==> src/rtl/cordic_rot_if.sv <==
// cordic_rot_if: angle-in / cos,sin-out valid-ready bundle for cordic_rot
interface cordic_rot_if;
    logic               in_valid;
    logic               in_ready;
    logic signed [31:0] angle;
    logic               out_valid;
    logic               out_ready;
    logic signed [31:0] cos_out;
    logic signed [31:0] sin_out;
    logic               busy;
    modport master (
        output in_valid, angle, out_ready,
        input  in_ready, out_valid, cos_out, sin_out, busy
    );
    modport slave (
        input  in_valid, angle, out_ready,
        output in_ready, out_valid, cos_out, sin_out, busy
    );
endinterface

==> src/rtl/cordic_rot.sv <==
// cordic_rot: iterative rotation-mode CORDIC, Q16 degrees in, Q16 cos/sin out, one micro-rotation per clock.
// Option: define CORDIC_GAIN_COMP_EN to pre-scale by 1/K so outputs are unit amplitude;
// without it outputs carry the CORDIC gain (~1.64676) and the caller compensates.
module cordic_rot #(
    parameter int STG  = 16,
    parameter int FRAC = 16
) (
    input  logic        clk,
    input  logic        rst_n,
    cordic_rot_if.slave bus
);
    localparam logic signed [31:0] DEG90  = 32'sd90 <<< FRAC;
    localparam logic signed [31:0] DEG180 = 32'sd180 <<< FRAC;
`ifdef CORDIC_GAIN_COMP_EN
    localparam logic signed [31:0] K0 = 32'sd39796;
`else
    localparam logic signed [31:0] K0 = 32'sd1 <<< FRAC;
`endif
    localparam logic [3:0] LAST = 4'(STG - 1);
    localparam logic signed [31:0] ATAN [16] = '{
        32'sd2949120, 32'sd1740992, 32'sd919872, 32'sd466944,
        32'sd234368,  32'sd117312,  32'sd58688,  32'sd29312,
        32'sd14656,   32'sd7360,    32'sd3648,   32'sd1856,
        32'sd896,     32'sd448,     32'sd256,    32'sd128
    };

    typedef enum logic [1:0] {IDLE, RUN, DONE} state_t;

    state_t             state;
    logic signed [31:0] x, y, z;
    logic [3:0]         count;
    logic signed [31:0] a_cl, x0, z0, x_nxt, y_nxt, z_nxt;
    logic               d_pos;

    assign bus.in_ready = (state == IDLE);
    assign bus.busy     = (state != IDLE);

    // Accept path: clamp to +/-180 deg, fold outer half-plane onto |z|<=90 by negating X0
    always_comb begin
        a_cl = bus.angle > DEG180 ? DEG180 : (bus.angle < -DEG180 ? -DEG180 : bus.angle);
        z0   = a_cl > DEG90 ? a_cl - DEG180 : (a_cl < -DEG90 ? a_cl + DEG180 : a_cl);
        x0   = (a_cl > DEG90 || a_cl < -DEG90) ? -K0 : K0;
    end

    // One micro-rotation, direction chosen by the sign of the residual angle
    always_comb begin
        d_pos = ~z[31];
        x_nxt = d_pos ? x - (y >>> count) : x + (y >>> count);
        y_nxt = d_pos ? y + (x >>> count) : y - (x >>> count);
        z_nxt = d_pos ? z - ATAN[count] : z + ATAN[count];
    end

    // Control FSM and datapath registers; result latched on the last iteration
    always_ff @(posedge clk or negedge rst_n) begin
        if (!rst_n) begin
            state         <= IDLE;
            x             <= '0;
            y             <= '0;
            z             <= '0;
            count         <= '0;
            bus.out_valid <= 1'b0;
            bus.cos_out   <= '0;
            bus.sin_out   <= '0;
        end else begin
            case (state)
                IDLE: if (bus.in_valid) begin
                    x     <= x0;
                    y     <= '0;
                    z     <= z0;
                    count <= '0;
                    state <= RUN;
                end
                RUN: begin
                    x     <= x_nxt;
                    y     <= y_nxt;
                    z     <= z_nxt;
                    count <= count + 4'd1;
                    if (count == LAST) begin
                        bus.cos_out   <= x_nxt;
                        bus.sin_out   <= y_nxt;
                        bus.out_valid <= 1'b1;
                        state         <= DONE;
                    end
                end
                DONE: if (bus.out_ready) begin
                    bus.out_valid <= 1'b0;
                    state         <= IDLE;
                end
                default: state <= IDLE;
            endcase
        end
    end
endmodule
==> src/flat_wrapper.sv <==
// flat-port wrapper written by rule: the top's interface ports become plain ports
module cordic_rot_flat 
#(
    parameter int STG  = 16,
    parameter int FRAC = 16
)
  (clk, rst_n, bus_in_valid, bus_angle, bus_out_ready, bus_in_ready, bus_out_valid, bus_cos_out, bus_sin_out, bus_busy);
  cordic_rot_if bus_i ();
  input  logic clk;
  input  logic rst_n;
  input wire logic [$bits(bus_i.in_valid)-1:0] bus_in_valid;
  input wire logic [$bits(bus_i.angle)-1:0] bus_angle;
  input wire logic [$bits(bus_i.out_ready)-1:0] bus_out_ready;
  output wire logic [$bits(bus_i.in_ready)-1:0] bus_in_ready;
  output wire logic [$bits(bus_i.out_valid)-1:0] bus_out_valid;
  output wire logic [$bits(bus_i.cos_out)-1:0] bus_cos_out;
  output wire logic [$bits(bus_i.sin_out)-1:0] bus_sin_out;
  output wire logic [$bits(bus_i.busy)-1:0] bus_busy;
  assign bus_i.in_valid = bus_in_valid;
  assign bus_i.angle = bus_angle;
  assign bus_i.out_ready = bus_out_ready;
  assign bus_in_ready = bus_i.in_ready;
  assign bus_out_valid = bus_i.out_valid;
  assign bus_cos_out = bus_i.cos_out;
  assign bus_sin_out = bus_i.sin_out;
  assign bus_busy = bus_i.busy;
  cordic_rot #(.STG(STG), .FRAC(FRAC)) u_core (.clk(clk), .rst_n(rst_n), .bus(bus_i));
endmodule
==> config.mk <==
export PLATFORM = sky130hd
export DESIGN_NAME = cordic_rot_flat
export DESIGN_NICKNAME = d
export VERILOG_FILES = /design/src/rtl/cordic_rot_if.sv /design/src/rtl/cordic_rot.sv /design/src/flat_wrapper.sv
export SDC_FILE = /design/constraint.sdc
export NUM_CORES = 1
export LEC_CHECK = 0
export ABC_AREA = 1
export BUFFER_PORTS_ARGS = -buffer_cell sky130_fd_sc_hd__buf_2
export CAP_MARGIN = 20
export CORE_MARGIN = 10
export CORE_UTILIZATION = 30
export CTS_CLUSTER_DIAMETER = 80
export DETAILED_ROUTE_END_ITERATION = 8
export PLACE_DENSITY = 0.49
export REMOVE_ABC_BUFFERS = 1
export SLEW_MARGIN = 20
export SYNTH_ARGS = -nofsm -noshare
export SYNTH_HDL_FRONTEND = slang
export SYNTH_SLANG_ARGS = --single-unit
==> constraint.sdc <==
create_clock -name clk -period 6.33 [get_ports clk]
set_input_delay 0.633 -clock clk [delete_from_list [all_inputs] [get_ports clk]]
set_output_delay 0.633 -clock clk [all_outputs]
set_load 0.1 [all_outputs]
-- Yosys cells after proc, flatten, opt, wreduce, memory -nomap -nowiden
Memories as Yosys holds them, arrays and structs flattened.
Cells that the tools add are included.
- add/subtract/negate cells: 9
- order comparisons: 5
- eq/ne operators: 6
- shift-type cells: 2
- multiplexer cells: 25
- bitwise logic cells: 1
- reductions and logical operators: 9
- operators by type and width (operator ; count):
    $mux 32 ; 13
    $pmux 32 s2 ; 3
    $add 32x32->32 ; 3
    $sub 32x32->32 ; 3
    $sshr 32x4->32 ; 2
    $add 32x25->32 const B ; 1
    $gt 32x24->1 const B ; 1
    $gt 32x25->1 const B ; 1
    $lt 32x24->1 const B ; 1
    $lt 32x25->1 const B ; 1
    $sub 32x25->32 const B ; 1
    $pmux 4 s2 ; 1
    $mux 2 ; 3
    $pmux 2 s3 ; 1
    $reduce_and 3->1 ; 2
    $reduce_bool 2->1 ; 3
    $ge 5x5->1 const B ; 1
    $not 4->5 ; 1
    $add 4x1->4 const B ; 1
    $eq 4x4->1 const B ; 1
    $mux 4 ; 1
    $ne 2x2->1 const B ; 2
    $reduce_and 2->1 ; 2
    $eq 2x1->1 const B ; 1
    6 further kinds ; 7
- flip-flop bits (word level): 167
- ROM bits: 512
- output and inout bits: 67
- logic and storage cells: 66
- memories kept: 1
- memories (memory ; depth ; bits a word ; rd ports ; clocked after Yosys merged registers in ; write ports ; line ; source):
    (name not given) ; 16 ; 32 ; 1 ; 0 ; 0 ; cordic_rot.sv:50 ; z_nxt = d_pos ? z - ATAN[count] : z + ATAN[count];

-- Logic depth before layout (Yosys ltp)
Gate-level depths: netlist of run 1.
- word-level depth: 8
- mapped depth: 35

-- Worst setup path before layout of run 1
OpenSTA, ideal clock, no wires.
- path kind: register -> register
- start: register u_core.count[0]
- end: register u_core.z[29]
- setup time: 0.117 ns
- arrival time: 4.199 ns
- setup slack: 2.014 ns
- stages on the path, launching flop included: 33
- buffers on the path: 3
- clock period less this slack: 4.316 ns
- path through: dfrtp_1 buf_6 inv_4 buf_6 buf_6 ha_1 inv_1 nor2_1 nor2_1 a221oi_2 nand2_1 nor2_1 inv_1 or2_1 nor2_4 inv_1 nand2_1 xor2_1 ha_1 nand2_1 nor2_1 nand3_1 nand3_1 inv_1 o21a_1 o21ai_0 nand3_1 nand2_1 a21oi_1 o21ai_0 nand2_1 nand2_1 nand2_1
- cells in the longest elaborated chain, start to end: 7
- elaborated cells on any way between the ends: 8
- ends and longest elaborated chain (item ; line ; source):
    from (decl) ; cordic_rot.sv:31 ; logic [3:0] count;
    from (signal assigned) ; cordic_rot.sv:77 ; count <= count + 4'd1;
    $not 4->5 (implied by the code) (*) ; cordic_rot.sv:50 ;
    $mem_v2 16x32 (*) ; n/a ;
    $mux 32 (implied by the code) (*) (2 in series) ; cordic_rot.sv:50 ;
    $sub 32x32->32 or $add 32x32->32 (tied branches) ; cordic_rot.sv:50 ;
    $mux 32 (*) ; cordic_rot.sv:50 ;
    $pmux 32 s2 (*) ; cordic_rot.sv:65 ; case (state)
    to (signal assigned) ; cordic_rot.sv:69 ; z <= z0;
    to (signal assigned) ; cordic_rot.sv:76 ; z <= z_nxt;
    to (decl) ; cordic_rot.sv:30 ; logic signed [31:0] x, y, z;
Every way passes the cells marked *; elsewhere a longest branch is shown, timed or not. The select of a mux whose other input is x is not followed.
A chain may end at the register's enable or synchronous reset.

-- Worst setup path after layout of run 1
- start: register u_core.count[0]
- end: register u_core.y[31]
- cells in the longest elaborated chain, start to end: 4
- elaborated cells on any way between the ends: 5
- ends and longest elaborated chain (item ; line ; source):
    $sshr 32x4->32 (*) ; cordic_rot.sv:49 ; y_nxt = d_pos ? y + (x >>> count) : y - (x >>> count);
    $add 32x32->32 or $sub 32x32->32 (tied branches) ; cordic_rot.sv:49 ;
    $mux 32 (*) ; cordic_rot.sv:49 ;
    $pmux 32 s2 (*) ; cordic_rot.sv:65 ;
    to (signal assigned) ; cordic_rot.sv:75 ; y <= y_nxt;
    to (decl) ; cordic_rot.sv:30 ;
Every way passes the cells marked *; elsewhere a longest branch is shown, timed or not.

==> results.cfg, run 1 <==
[timing]
setup_tns_ps = 0
clock.fmax_mhz = 175
skew_ps = 17.4
post-route-period-util = 0.901
grt_setup_unrepaired = false
setup_viol_count_final = 0
maxSlewHeadroom = 0.271
min_period_ps = 5700
hold_viol = 0
finalMaxSlewViolations = 0
tightest_slew_ps = 1080

[cells_and_area]
antenna_cells = 0
nets = 3012
drive_above_1_share = 0.0949
syn2layout_area_growth_pct = 10.2

[floorplan]
die_w_um = 262
start_util = 0.304
core_area_um2 = 57900
core.rowCount = 88
dieArea_um2 = 68800
dieHeight_um = 262
ios = 103

[global_route]
grtUsageTotal = 0.183
grt_max_degree = 62
use_met1 = 0.262
grt_pass1_wl_um = 103000
top_usage_layer = met2
grt_pass1_vias = 18132
grt_use_met3 = 0.0252
grt.met2_usage = 0.281
antenna_found_initial = 0
grt_overflow = 0

[logic_synthesis]
yosysMostFrequentCell = nand2_1
ys_seq_elements = 161
yosys.area.top_type_share = 0.229
ys.flop_type = dfrtp_1
synth_edf_count = 0
postSynthCellCount = 2821
synth_seq_area_share = 0.229
syn_area_um2 = 17600
synth_area_leader_cell = dfrtp_1
synth_async_sr_flop_share = 1.00
synthTopCellsByCount = 923 x nand2_1, 267 x inv_1, 224 x nand3_1
syn_avg_cell_area_um2 = 6.25
synthTopCellsByArea = dfrtp_1 23%, nand2_1 20%, ha_1 7.7%
yosys_warnings = 0
synth_cell_types = 65

[route]
post_drt_wl_per_cell_um = 17.9
firstDrtPassIters = 5
wirelength_um = 65100
drc = 0
vias = 18794
ant_nets = 0
viasPerCell = 5.16
drt_iter0_markers = 1499

[cts]
cts_buffer_depth = 2
cts_setup_buffers = 0
cts_made_buffers = 17
ctsHoldBuffers = 0
clock_latency_ps = 500
post_cts_resized = 0
cts.clk_slew.worst_paths_ps = 70
htreeDepth = 4
clock_sinks = 161
cts_tree = done
cts_root_buffer = clkbuf_16

[place]
post-dp-hpwl_um = 50700
io_buffers = 102
gp_congestion = 0.953

[setup_path]
regToRegSetupSlack_ps = 630
critPathMaxFanout = 56
required_ps = 6710
reg2reg_from = u_core.count[0]
r2r_end = u_core.y[31]
slowest_stage = dfrtp_2
critPathMostFrequentCell = nand2_1
cp-start-kind = flop
crit_type = reg -> reg
arrival_ps = 6080
reg2reg_depth = 26
slowest_delay_ps = 670
cp-end-kind = flop

[status]
status = completed

[flow_run]
drv_cap = 0

[hold_path]
hp-class = in -> async
==> cell families (layout without fill, tap and decap cells) <==
group,count (synthesis),in the layout,synth area share
mux,10,10,0.00568
simple gates,1517,1517,0.365
buf+inv,381,437,0.0893
fa+ha+maj,112,112,0.0808
flops,161,161,0.229
xor+xnor,120,120,0.0601
compound gates,520,520,0.171
==> layer usage <==
metal	up-vias	share of wire	routed length, µm
met5	-	0	0
met4	0	0.020	1310
met3	69	0.044	2880
met2	471	0.43	28200
met1	8865	0.50	32700
li1	9389	-	-
==> how the worst max path moves through the flow <==
stage | from | endpoint | slack [ps] | depth (start not counted)
CTS | u_core.count[0] | u_core.y[31] | 610 | 26
finish | u_core.count[0] | u_core.y[31] | 630 | 26
global placement | u_core.count[0] | u_core.y[31] | 690 | 26
floorplan | u_core.state[1] | u_core.bus.cos_out[24] | 20 | 5
detailed placement | u_core.count[0] | u_core.y[31] | 650 | 26
global route | u_core.count[0] | u_core.y[31] | 180 | 27
==> stage by stage <==
step	cells	instance area (µm²)	worst slack (ps)	util	hold slack, ps
floorplan	2719	17100	19.0	-	337
global placement	3610	18800	686	0.324	459
detailed placement	3610	18800	655	0.324	461
CTS	3642	19400	612	0.335	67.8
global route	3642	19400	176	0.335	91.3
finish	3642	19400	629	0.335	77.7
==> placed cells by master (no fill, tap or decap), types with 14 or more instances in the layout <==
cell / count
nand2_1: 923
inv_1: 264
nand3_1: 224
nor2_1: 206
o21ai_0: 198
dfrtp_1: 158
a21oi_1: 143
ha_1: 109
buf_2: 101
xor2_1: 82
o21ai_1: 44
xnor2_1: 37
nand4_1: 34
or2_2: 26
nor3_1: 24
o22ai_1: 23
buf_4: 23
nand2_2: 18
clkbuf_16: 17
o211ai_1: 14
==> registers in the layout, indices dropped and copies added (netlist names) <==
| signal | flops |
|---|---|
| u_core.bus.cos_out | 32 |
| u_core.z | 26 |
| u_core.bus.out_valid | 1 |
| u_core.count | 4 |
| u_core.y | 32 |
| u_core.x | 32 |
| u_core.bus.sin_out | 32 |
| u_core.state | 2 |
==> worst max-delay path: cells and delay by family (launching register included) <==
kind / cells / cell delay (ps)
AO/OA/AOI/OAI: 5 / 1600
XOR/XNOR: 1 / 180
adder cells (fa/ha/maj): 1 / 370
buffers and inverters: 2 / 460
flip-flops: 1 / 670
AND/OR/NAND/NOR: 17 / 2310
==> area by class of cell <==
type	instances	area [µm²]
tap	765	957
clock inverter	14	188
fill	6576	38500
multi-input combinational	2279	12000
clock buffer	18	439
inverter	279	1050
sequential	161	4030
timing repair buffer	126	709
Power of run 1 is left out: the tool's default activity adds up to more than one toggle a clock period on the data nets, which glitch-free logic cannot reach.
==> run 2, diff against run 1 <==
==> constraint.sdc (replaced) <==
create_clock -name clk -period 6.33 [get_ports clk]
set_input_delay 1.266 -clock clk [delete_from_list [all_inputs] [get_ports clk]]
set_output_delay 1.266 -clock clk [all_outputs]
set_load 0.1 [all_outputs]
==> results.cfg, run 2 (synthesized netlist as in run 1, its figures left out) <==
[timing]
post-route-period-util = 0.870
setup_viol_count_final = 0
maxSlewHeadroom = 0.381
finalMaxSlewViolations = 0
tightest_slew_ps = 921
setup_tns_ps = 0
fin_hold_ws_ps = 472
skew_ps = 15.0
min_period_ps = 5510
grt_setup_unrepaired = false
hold_viol = 0
clock.fmax_mhz = 182

[setup_path]
cp-end-kind = flop
cp-start-kind = flop
crit_family = simple AND/OR/NAND/NOR gates
slowest_delay_ps = 730
crit_buf_inv = 2
slowest_stage = dfrtp_2
critPathMostFrequentCell = nand2_1
critPathMaxFanout = 36
arrival_ps = 5840
required_ps = 6660
crit_type = reg -> reg

[cts]
cts_made_buffers = 17
cts.clk_slew.worst_paths_ps = 80
post_cts_resized = 0
cts_tree = done
cts_root_buffer = clkbuf_16
clock_sinks = 161
htreeDepth = 4
ctsHoldBuffers = 0
cts_setup_buffers = 0
clock_latency_ps = 500
cts_buffer_depth = 2

[route]
post_drt_wl_per_cell_um = 17.7
firstDrtPassIters = 6
drt_iter0_markers = 1793
ant_nets = 0
wirelength_um = 64600
viasPerCell = 5.12
drc = 0
vias = 18648

[hold_path]
hp-class = reg -> reg

[status]
status = completed

[floorplan]
dieArea_um2 = 68800
dieHeight_um = 262
core_area_um2 = 57900
core.rowCount = 88
start_util = 0.304
ios = 103
die_w_um = 262

[place]
io_buffers = 102
gp_congestion = 0.968
post-dp-hpwl_um = 50400

[flow_run]
drv_cap = 0

[global_route]
grt_pass1_vias = 18089
grt_pass1_wl_um = 102000
grt_overflow = 0
grtUsageTotal = 0.183
antenna_found_initial = 0
grt_max_degree = 104

[cells_and_area]
final_common_cell = nand2_1
mostFrequentLayoutCells = 923 x nand2_1, 264 x inv_1, 224 x nand3_1
nets = 3012
n_fill_cell = 6519
drive_above_1_share = 0.0949
antenna_cells = 0
syn2layout_area_growth_pct = 10.1
## run 2: changes by cell type in the layout (fill, tap and decap cells not counted)
cell        before  now
bufinv_16        3    2
clkbuf_8         1    0
clkinv_2         2    3
clkinvlp_4       0    1
inv_6            6    4
inv_8            2    4
## run 2: worst register-to-register path, cell delays in order (launching register included)
cell and delay (ps):
dfrtp_2 730, buf_4 420, buf_4 330, nand2_1 80, o21ai_0 110, nand2_1 80, o21ai_1 110, nor2_1 90
o31ai_4 350, nand2_2 110, nor2_2 140, nand2_2 100, nor2_4 120, nand2_2 80, nand2_1 100, o21ai_0 120
xor2_1 190, ha_1 360, nand2_1 110, nor2_1 250, nand4_1 120, o21ai_0 600, nand2_1 100, nand2_1 130
a21oi_1 90, xor2_1 210, o21ai_0 100
## run 2: routing by layer
| metal | track usage | share of wire |
|---|---|---|
| met1 | 0.259 | 0.50 |
| met2 | 0.278 | 0.43 |
| met3 | 0.0278 | 0.051 |
| met4 | 0.0569 | 0.020 |
| met5 | 0 | 0 |
## run 2: stage by stage
step                      cells  worst slack [ps]  utilization  instance area, µm²
final                      3642               822        0.335               19400
after global routing       3642               315        0.335               19400
after CTS                  3642               902        0.335               19400
after detailed placement   3610               920        0.324               18800
after global placement     3610               909        0.324               18800
after floorplan            2719              19.0            -               17100
## run 2: worst paths after layout
check,start,end,slack [ps],cells after the start
min reg2reg,u_core.bus.sin_out[2],u_core.bus.sin_out[2],470,2
min,u_core.bus.sin_out[2],u_core.bus.sin_out[2],470,2
min in group asynchronous,rst_n,u_core.bus.sin_out[2],740,1
max reg2reg,u_core.count[0],u_core.y[23],820,26
max in group asynchronous,rst_n,u_core.x[22],4530,2
max,u_core.count[0],u_core.y[23],820,26
## run 2: layout make-up
cell class | count | area [µm²] | share of cell area
well taps | 765 | 957 | 0.0494
flip-flops and latches | 161 | 4030 | 0.208
clock buffers | 17 | 425 | 0.0219
clock inverters | 15 | 175 | 0.00903
multi-input cells | 2279 | 12000 | 0.621
repair buffers | 126 | 709 | 0.0366
inverters | 279 | 1050 | 0.0542
Power of run 2 is left out for the same reason.
